File: src/rtl/xor_word_packer_if.sv
// Output word handshake between the packer and the next pipeline stage.
// The master drives the head word, its parity bit and valid; the slave returns ready.
interface xor_word_packer_if #(
  parameter int WIDTH = 8
);
  logic [WIDTH-1:0] word_out;
  logic             word_par;
  logic             word_valid;
  logic             word_ready;

  modport master (
    output word_out,
    output word_par,
    output word_valid,
    input  word_ready
  );

  modport slave (
    input  word_out,
    input  word_par,
    input  word_valid,
    output word_ready
  );
endinterface

File: src/rtl/xor_word_packer.sv
// Packs the sampled 1-bit XOR stream LSB-first into WIDTH-bit words held in a DEPTH-entry FIFO.
// Latency: word visible 1 cycle after its final bit. Backpressure: full FIFO without a pop drops the word, sticky overflow.
// XOR_WORD_PACKER_PARITY_EN stores an even-parity bit per entry and drives it on word_par; otherwise word_par is 0.
module xor_word_packer #(
  parameter int WIDTH = 8,
  parameter int DEPTH = 4
) (
  input  logic                     clk,
  input  logic                     rst,
  input  logic                     bit_in,
  input  logic                     bit_valid,
  input  logic                     flush,
  xor_word_packer_if.master        wo,
  output logic [$clog2(DEPTH):0]   count,
  output logic                     overflow
);

  localparam int BCW = $clog2(WIDTH);
  localparam int PW  = $clog2(DEPTH);
  localparam int CW  = PW + 1;
`ifdef XOR_WORD_PACKER_PARITY_EN
  localparam int ENTRY_W = WIDTH + 1;
`else
  localparam int ENTRY_W = WIDTH;
`endif
  localparam logic [BCW-1:0] LAST_BIT = BCW'(WIDTH - 1);
  localparam logic [CW-1:0]  FULL_CNT = CW'(DEPTH);

  logic [BCW-1:0]     bit_cnt_q, bit_cnt_d;
  logic [WIDTH-1:0]   shreg_q, shreg_d;
  logic [PW-1:0]      wr_ptr_q, wr_ptr_d;
  logic [PW-1:0]      rd_ptr_q, rd_ptr_d;
  logic [CW-1:0]      count_q, count_d;
  logic               overflow_q, overflow_d;
  logic [ENTRY_W-1:0] mem_q [DEPTH];

  logic [WIDTH-1:0]   word_full;
  logic [ENTRY_W-1:0] entry_w;
  logic               word_done;
  logic               full;
  logic               pop;
  logic               push;

  // The completing bit is merged here so the push carries it on the same edge.
  always_comb begin
    bit_cnt_d            = bit_cnt_q;
    shreg_d              = shreg_q;
    word_done            = 1'b0;
    word_full            = shreg_q;
    word_full[WIDTH-1]   = bit_in;
    if (flush) begin
      bit_cnt_d = '0;
      shreg_d   = '0;
    end else if (bit_valid) begin
      shreg_d[bit_cnt_q] = bit_in;
      if (bit_cnt_q == LAST_BIT) begin
        word_done = 1'b1;
        bit_cnt_d = '0;
      end else begin
        bit_cnt_d = bit_cnt_q + 1'b1;
      end
    end
  end

`ifdef XOR_WORD_PACKER_PARITY_EN
  assign entry_w = {^word_full, word_full};
`else
  assign entry_w = word_full;
`endif

  assign full = (count_q == FULL_CNT);
  assign pop  = (count_q != '0) && wo.word_ready;
  // A full FIFO still accepts a word when the head leaves on the same edge.
  assign push = word_done && (!full || pop);

  always_comb begin
    wr_ptr_d   = wr_ptr_q;
    rd_ptr_d   = rd_ptr_q;
    count_d    = count_q;
    overflow_d = overflow_q;
    if (push) begin
      wr_ptr_d = wr_ptr_q + 1'b1;
    end
    if (pop) begin
      rd_ptr_d = rd_ptr_q + 1'b1;
    end
    if (push && !pop) begin
      count_d = count_q + 1'b1;
    end else if (pop && !push) begin
      count_d = count_q - 1'b1;
    end
    if (word_done && !push) begin
      overflow_d = 1'b1;
    end
  end

  always_ff @(posedge clk or negedge rst) begin
    if (!rst) begin
      bit_cnt_q  <= '0;
      shreg_q    <= '0;
      wr_ptr_q   <= '0;
      rd_ptr_q   <= '0;
      count_q    <= '0;
      overflow_q <= 1'b0;
      for (int i = 0; i < DEPTH; i++) begin
        mem_q[i] <= '0;
      end
    end else begin
      bit_cnt_q  <= bit_cnt_d;
      shreg_q    <= shreg_d;
      wr_ptr_q   <= wr_ptr_d;
      rd_ptr_q   <= rd_ptr_d;
      count_q    <= count_d;
      overflow_q <= overflow_d;
      if (push) begin
        mem_q[wr_ptr_q] <= entry_w;
      end
    end
  end

  assign wo.word_out   = mem_q[rd_ptr_q][WIDTH-1:0];
`ifdef XOR_WORD_PACKER_PARITY_EN
  assign wo.word_par   = mem_q[rd_ptr_q][WIDTH];
`else
  assign wo.word_par   = 1'b0;
`endif
  assign wo.word_valid = (count_q != '0);
  assign count         = count_q;
  assign overflow      = overflow_q;

endmodule

File: src/flat_wrapper.sv
// flat-port wrapper written by rule: the top's interface ports become plain ports
module xor_word_packer_flat 
#(
  parameter int WIDTH = 8,
  parameter int DEPTH = 4
)
  (clk, rst, bit_in, bit_valid, flush, count, overflow, wo_word_out, wo_word_par, wo_word_valid, wo_word_ready);
  xor_word_packer_if #(.WIDTH(WIDTH)) wo_i ();
  input  logic clk;
  input  logic rst;
  input  logic bit_in;
  input  logic bit_valid;
  input  logic flush;
  output logic [$clog2(DEPTH):0] count;
  output logic overflow;
  output wire logic [$bits(wo_i.word_out)-1:0] wo_word_out;
  output wire logic [$bits(wo_i.word_par)-1:0] wo_word_par;
  output wire logic [$bits(wo_i.word_valid)-1:0] wo_word_valid;
  input wire logic [$bits(wo_i.word_ready)-1:0] wo_word_ready;
  assign wo_word_out = wo_i.word_out;
  assign wo_word_par = wo_i.word_par;
  assign wo_word_valid = wo_i.word_valid;
  assign wo_i.word_ready = wo_word_ready;
  xor_word_packer #(.WIDTH(WIDTH), .DEPTH(DEPTH)) u_core (.clk(clk), .rst(rst), .bit_in(bit_in), .bit_valid(bit_valid), .flush(flush), .wo(wo_i), .count(count), .overflow(overflow));
endmodule
File: config.mk
export PLATFORM = sky130hd
export DESIGN_NAME = xor_word_packer_flat
export DESIGN_NICKNAME = d
export VERILOG_FILES = /design/src/rtl/xor_word_packer_if.sv /design/src/rtl/xor_word_packer.sv /design/src/flat_wrapper.sv
export SDC_FILE = /design/constraint.sdc
export NUM_CORES = 1
export LEC_CHECK = 0
export BUFFER_PORTS_ARGS = -buffer_cell sky130_fd_sc_hd__buf_4
export CAP_MARGIN = 5
export CORE_MARGIN = 1
export CORE_UTILIZATION = 53
export DETAILED_ROUTE_END_ITERATION = 12
export PLACE_DENSITY_LB_ADDON = 0.15
export SYNTH_ARGS = -nofsm -noshare
export SYNTH_HDL_FRONTEND = slang
export SYNTH_SLANG_ARGS = --single-unit
export TNS_END_PERCENT = 20
File: constraint.sdc
create_clock -name clk -period 2.6 [get_ports clk]
set_input_delay 0.13 -clock clk [delete_from_list [all_inputs] [get_ports clk]]
set_output_delay 0.13 -clock clk [all_outputs]
set_load 0.01 [all_outputs]
Yosys cells after proc, flatten, opt, wreduce, memory -nomap -nowiden. Cells that the tools add are included.

Flip-flop bits (word level): 51. Latch bits: 0. Memory bits (writable): 0. ROM bits: 0. Bits of input ports: 6. Output and inout bits: 14. Logic and storage cells: 57. Memories kept: 0.

Add/sub/neg operators: 5. Multipliers: 0. Div/mod/pow operators: 0. Magnitude comparators: 5. Equal/unequal tests: 2. Shifts and indexed selects: 0. Mux-type cells: 19. Bitwise operators: 2. Reduce and logical (&&, ||, !) cells: 14.

Operator list (number): 8-bit two-way mux (5); 32-bit bitwise mux (1); 8-bit binary-select mux with 2-bit select (1); 8-bit demux with 2-bit select (1); 3-bit two-way mux (5); 8-bit bitwise mux (1); 1-bit logical AND (7); 3-bit by 1-bit adder with 3-bit output (second input constant) (2); 3-bit == test (second input constant) (2); 3-bit >= comparator (second input constant) (2); 2-bit inverter with 3-bit output (2); 2-bit by 1-bit adder with 2-bit output (second input constant) (2); 3-bit by 4-bit < comparator with 1-bit output (second input constant) (1); 1-bit two-way mux (4); 2-bit nonzero test (2); 1-bit demux with 3-bit select (1); 3-bit by 1-bit >= comparator with 1-bit output (second input constant) (1); 1-bit logical NOT (3); 3-bit by 1-bit < comparator with 1-bit output (second input constant) (1); 3-bit nonzero test (1); 3-bit by 1-bit subtractor with 3-bit output (second input constant) (1); 1-bit logical OR (1).

Longest topological paths before layout.
Depth after elaboration: 9. Depth in mapped cells: 11.

Worst setup path after synthesis. Ideal clock, no wire load.

Kind: register to register. Start: register u_core.bit_cnt_q[0]. End: register u_core.count_q[1], in the netlist u_core.count[1]. Setup time: 0.125 ns. Data arrival time: 2.282 ns. Path slack: 0.193 ns. Cell stages (with the launch flop): 10. Path through: dfrtp_1 ha_1 ha_1 and3b_1 buf_2 and2_1 ha_1 inv_1 fa_1 mux2_2.

Elaborated cells between the ends (all ways): 10. Those cells by class: eq/ne (1); mux (4); reduce/logical (5).

RTL lines: start, declared (line xor_word_packer.sv:29) `logic [BCW-1:0] bit_cnt_q, bit_cnt_d;`; start signal, assigned (line xor_word_packer.sv:109) `bit_cnt_q <= bit_cnt_d;`; 3-bit == test (line xor_word_packer.sv:56) `if (bit_cnt_q == LAST_BIT) begin`; 1-bit two-way mux (line xor_word_packer.sv:56); 1-bit two-way mux (line xor_word_packer.sv:54) `end else if (bit_valid) begin`; 1-bit two-way mux (line xor_word_packer.sv:51) `if (flush) begin`; 1-bit logical AND (line xor_word_packer.sv:74) `assign push = word_done && (!full || pop);`; via u_core.push (line xor_word_packer.sv:42) `logic push;`; 1-bit logical AND (line xor_word_packer.sv:87) `if (push && !pop) begin`; 3-bit two-way mux (line xor_word_packer.sv:87); via u_core.count_d[1] (line xor_word_packer.sv:33) `logic [CW-1:0] count_q, count_d;`; end signal, assigned (line xor_word_packer.sv:113) `count_q <= count_d;`; end, declared (line xor_word_packer.sv:33).

The timed path passes the listed nets, and every way through them passes these cells. A chain may end at the register's enable or synchronous reset.

Final worst setup path. Same ends and word-level chain as after synthesis.

==> flow_metrics.py <==
metrics = {
    "synth": {
        "synthTopCellsByCount": "50 x dfrtp_1, 28 x mux2_2, 10 x nor2_1",
        "synth_cell_types": 32,
        "yosysWarnings": 0,
        "ys_ff_latch": 50,
        "syn-instance-count": 160,
        "yosysTopAreaCellShare": 0.529,
        "synth_nets": 174,
        "synth_area_per_cell_um2": 14.8,
        "ys_seq_area_frac": 0.529,
        "dominantRegCellSynth": "dfrtp_1",
        "yosysMostFrequentCell": "dfrtp_1",
        "synth-edff-count": 0,
        "yosys-top-cells-area": "dfrtp_1 53%, mux2_2 13%, mux4_2 7.6%, ha_1 3.7%, mux2i_1 3.4%",
        "synth-async-reset-ratio": 1.00,
        "netlist_area_um2": 2360,
        "synth_top_area_cell": "dfrtp_1",
    },
    "cts": {
        "cts_root_buf": "clkbuf_8",
        "path_clk_slew_ns": 0.09,
        "cts_inserted_buffers": 5,
        "clk_latency_ns": 0.30,
        "clk_path_buf_depth": 2,
        "cts_sinks": 50,
        "cts_tree": "done",
        "h-tree-depth": 2,
    },
    "setup_path": {
        "crit_top_cell": "ha_1",
        "cp.arrival_ns": 2.62,
        "critical_path_buf_inv_count": 1,
        "critPathKind": "flop to flop",
        "crit_family": "adder cells",
        "r2r_setup_slack_ns": 0.18,
        "cp_slowest_cell": "dfrtp_1",
        "worstPathMaxFanout": 9,
        "crit_path_end_kind": "flop",
        "max_stage_delay_ns": 0.50,
        "reg2reg_from": "u_core.bit_cnt_q[0]",
        "r2r_end": "u_core.count[1]",
        "rr_worst_depth": 8,
        "startpoint_type": "flop",
        "crit_required_ns": 2.79,
        "worstPathCellList": "ha_1 > ha_1 > and3b_1 > and2_1 > ha_1 > inv_1 > fa_1 > mux2_2",
    },
    "detailed_routing": {
        "dr.max_layer_used": "met4",
        "viasPerCell": 5.67,
        "drt_iter0_drc": 54,
        "dr_wl_met3_um": 127,
        "wl_met2_um": 1930,
        "dr.pass1.iters": 4,
        "wl_met1_um": 1960,
        "antenna_left": 0,
        "wl_per_cell_um": 17.6,
        "drc": 0,
        "wl_um": 4070,
        "vias": 1310,
    },
    "sta": {
        "fin_crit_ns": 2.42,
        "hold_violations": 0,
        "rsz0062_at_grt": "false",
        "tns_ns": 0,
        "fin_skew_ns": 0.00722,
        "worstMarginPinSlew_ns": 0.659,
        "slew_violations": 0,
        "setup_viol": 0,
        "slew-limit-headroom": 0.560,
        "post-route-period-util": 0.932,
        "fmax_mhz": 413,
    },
    "cells_and_area": {
        "nNetsFinal": 194,
        "fillers": 334,
        "drive_gt1_frac": 0.370,
        "finalNonFillerCells": 231,
        "area_delta_synth_final_pct": 11.4,
        "n_antenna_cell": 0,
    },
    "place": {
        "port_buffers": 18,
        "gp_congestion": 0.781,
        "dpl.hpwl_um": 2700,
        "placed_cells": 222,
    },
    "power_and_ir_drop": {
        "p_int_mw": 1.21,
        "seqPwrFrac": 0.561,
        "p_sw_uw": 490,
        "pwr-share-clk": 0.273,
        "pwr-share-comb": 0.166,
        "peakVddDrop_v": 0.000355,
        "power_density_nw_per_um2": 644,
        "switching_share": 0.289,
        "p_leak_nw": 1.31,
    },
    "floorplan": {
        "core_area_um2": 4140,
        "ios": 20,
        "rows": 23,
        "fp.dieH_um": 68.8,
        "start_util": 0.571,
        "die_w_um": 68.8,
        "die_area_um2": 4730,
    },
    "global_routing": {
        "grt_overflow": 0,
        "grt_max_degree": 51,
        "grt_pass1_vias": 1369,
        "grtUsageTotal": 0.209,
        "antenna_found_initial": 0,
        "grt_pass1_wl_um": 6790,
    },
    "hold_path": {
        "hp-start": "flush",
        "hold-path-cell-count": 2,
        "min_to": "u_core.bit_cnt_q[1]",
        "worstHoldPathType": "primary input to flop",
    },
    "job": {
        "drv_cap": 0,
    },
    "outcome": {
        "status": "finished, final reports clean",
    },
}
-- layout make-up --
type | count | area (um^2) | share of cell area
Clock buffer | 7 | 86.3 | 0.0328
Tap cell | 50 | 62.6 | 0.0238
Clock inverter | 1 | 5.00 | 0.00190
Timing Repair Buffer | 21 | 160 | 0.0608
Multi-Input combinational cell | 98 | 1050 | 0.400
Inverter | 4 | 15.0 | 0.00570
Sequential cell | 50 | 1250 | 0.475
-- power groups by stage --
stage               Combinational, mW  Clock (mW)  Sequential [mW]
floorplan                       0.241           0            0.890
global placement                0.271           0            0.968
detailed placement              0.278           0            0.971
CTS                             0.284       0.479            0.956
global route                    0.307       0.513            0.969
finish                          0.281       0.463            0.952
-- metal layers --
| metal | vias up | global-route usage |
|---|---|---|
| li1 | 614 | - |
| met1 | 675 | 0.293 |
| met2 | 17 | 0.316 |
| met3 | 4 | 0.0543 |
| met4 | 0 | 0.0689 |
| met5 | - | 0 |
-- through the flow --
stage | total power, mW | setup WS (ns) | hold WS, ns | cell area (um^2) | util
6_report | 1.70 | 0.176 | 0.0727 | 2630 | 0.636
2_1_floorplan | 1.13 | 0.193 | -0.166 | 2360 | -
5_1_grt | 1.79 | 0.0553 | 0.0620 | 2630 | 0.636
3_3_place_gp | 1.24 | 0.323 | 0.172 | 2530 | 0.611
4_1_cts | 1.72 | 0.199 | 0.0649 | 2630 | 0.636
3_5_place_dp | 1.25 | 0.232 | 0.186 | 2530 | 0.611
-- cells in the final DEF, fill, tap and decap left out --
master and count:
or3_1 1, nand3_4 4, buf_4 20, clkbuf_8 6, nand3_1 2, nand3b_1 1, nor4b_1 1, clkinv_2 1
or4b_1 1, xnor2_1 5, xor2_1 2, ha_1 7, mux2i_1 8, inv_1 4, dfrtp_1 50, a21o_1 1
fa_1 1, nor2_1 10, mux4_2 8, nand2b_1 1, nor4bb_1 3, conb_1 1, clkbuf_1 1, a21oi_1 1
nand4b_1 3, and2_1 1, and3b_1 1, dlygate4sd3_1 1, mux2_2 28, o21ai_1 1, nand2_1 1, mux2_1 5
-- state kept, by name, summed over array words and instances (netlist names) --
name	cells
u_core.mem_q	32
u_core.bit_cnt_q	3
u_core.wr_ptr_q	2
u_core.shreg_q	7
u_core.count	3
u_core.rd_ptr_q	2
u_core.overflow	1
-- worst reg2reg max path: stages, from the launching register on --
cell and delay [ns]:
dfrtp_1 0.50, ha_1 0.25, ha_1 0.19, and3b_1 0.18, and2_1 0.20, ha_1 0.23, inv_1 0.08, fa_1 0.42
mux2_2 0.27
-- kinds of logic (layout without fill, tap and decap cells) --
logic type | count (synthesis) | after routing | synth area share
xor gates and xnor gates | 7 | 7 | 0.0259
and+or+nand+nor | 30 | 30 | 0.0979
muxes | 49 | 49 | 0.267
other | 1 | 1 | 0.00159
DFF | 50 | 50 | 0.529
buffers and inverters | 12 | 33 | 0.0254
AOI/OAI and AO/OA | 3 | 3 | 0.00740
adders and majority gates | 8 | 8 | 0.0455
-- how the worst max path moves through the flow --
stage | start | end | slack (ns) | depth (start not counted)
2_1_floorplan | u_core.bit_cnt_q[0] | u_core.count[1] | 0.19 | 9
5_1_grt | u_core.bit_cnt_q[0] | u_core.count[2] | 0.06 | 10
6_report | u_core.bit_cnt_q[0] | u_core.count[1] | 0.18 | 8
3_3_place_gp | u_core.bit_cnt_q[0] | u_core.count[1] | 0.32 | 8
4_1_cts | u_core.bit_cnt_q[0] | u_core.count[1] | 0.20 | 8
3_5_place_dp | u_core.bit_cnt_q[0] | u_core.count[1] | 0.23 | 8
-- repair_timing --
action | in CTS | in global routing
setup buffers | 0 | 0
hold buffers | 1 | 0
gates resized for setup | 0 | 0
endpoints found under the hold margin | 50 | 0
Note: power is estimated with default switching activity, not from simulation.
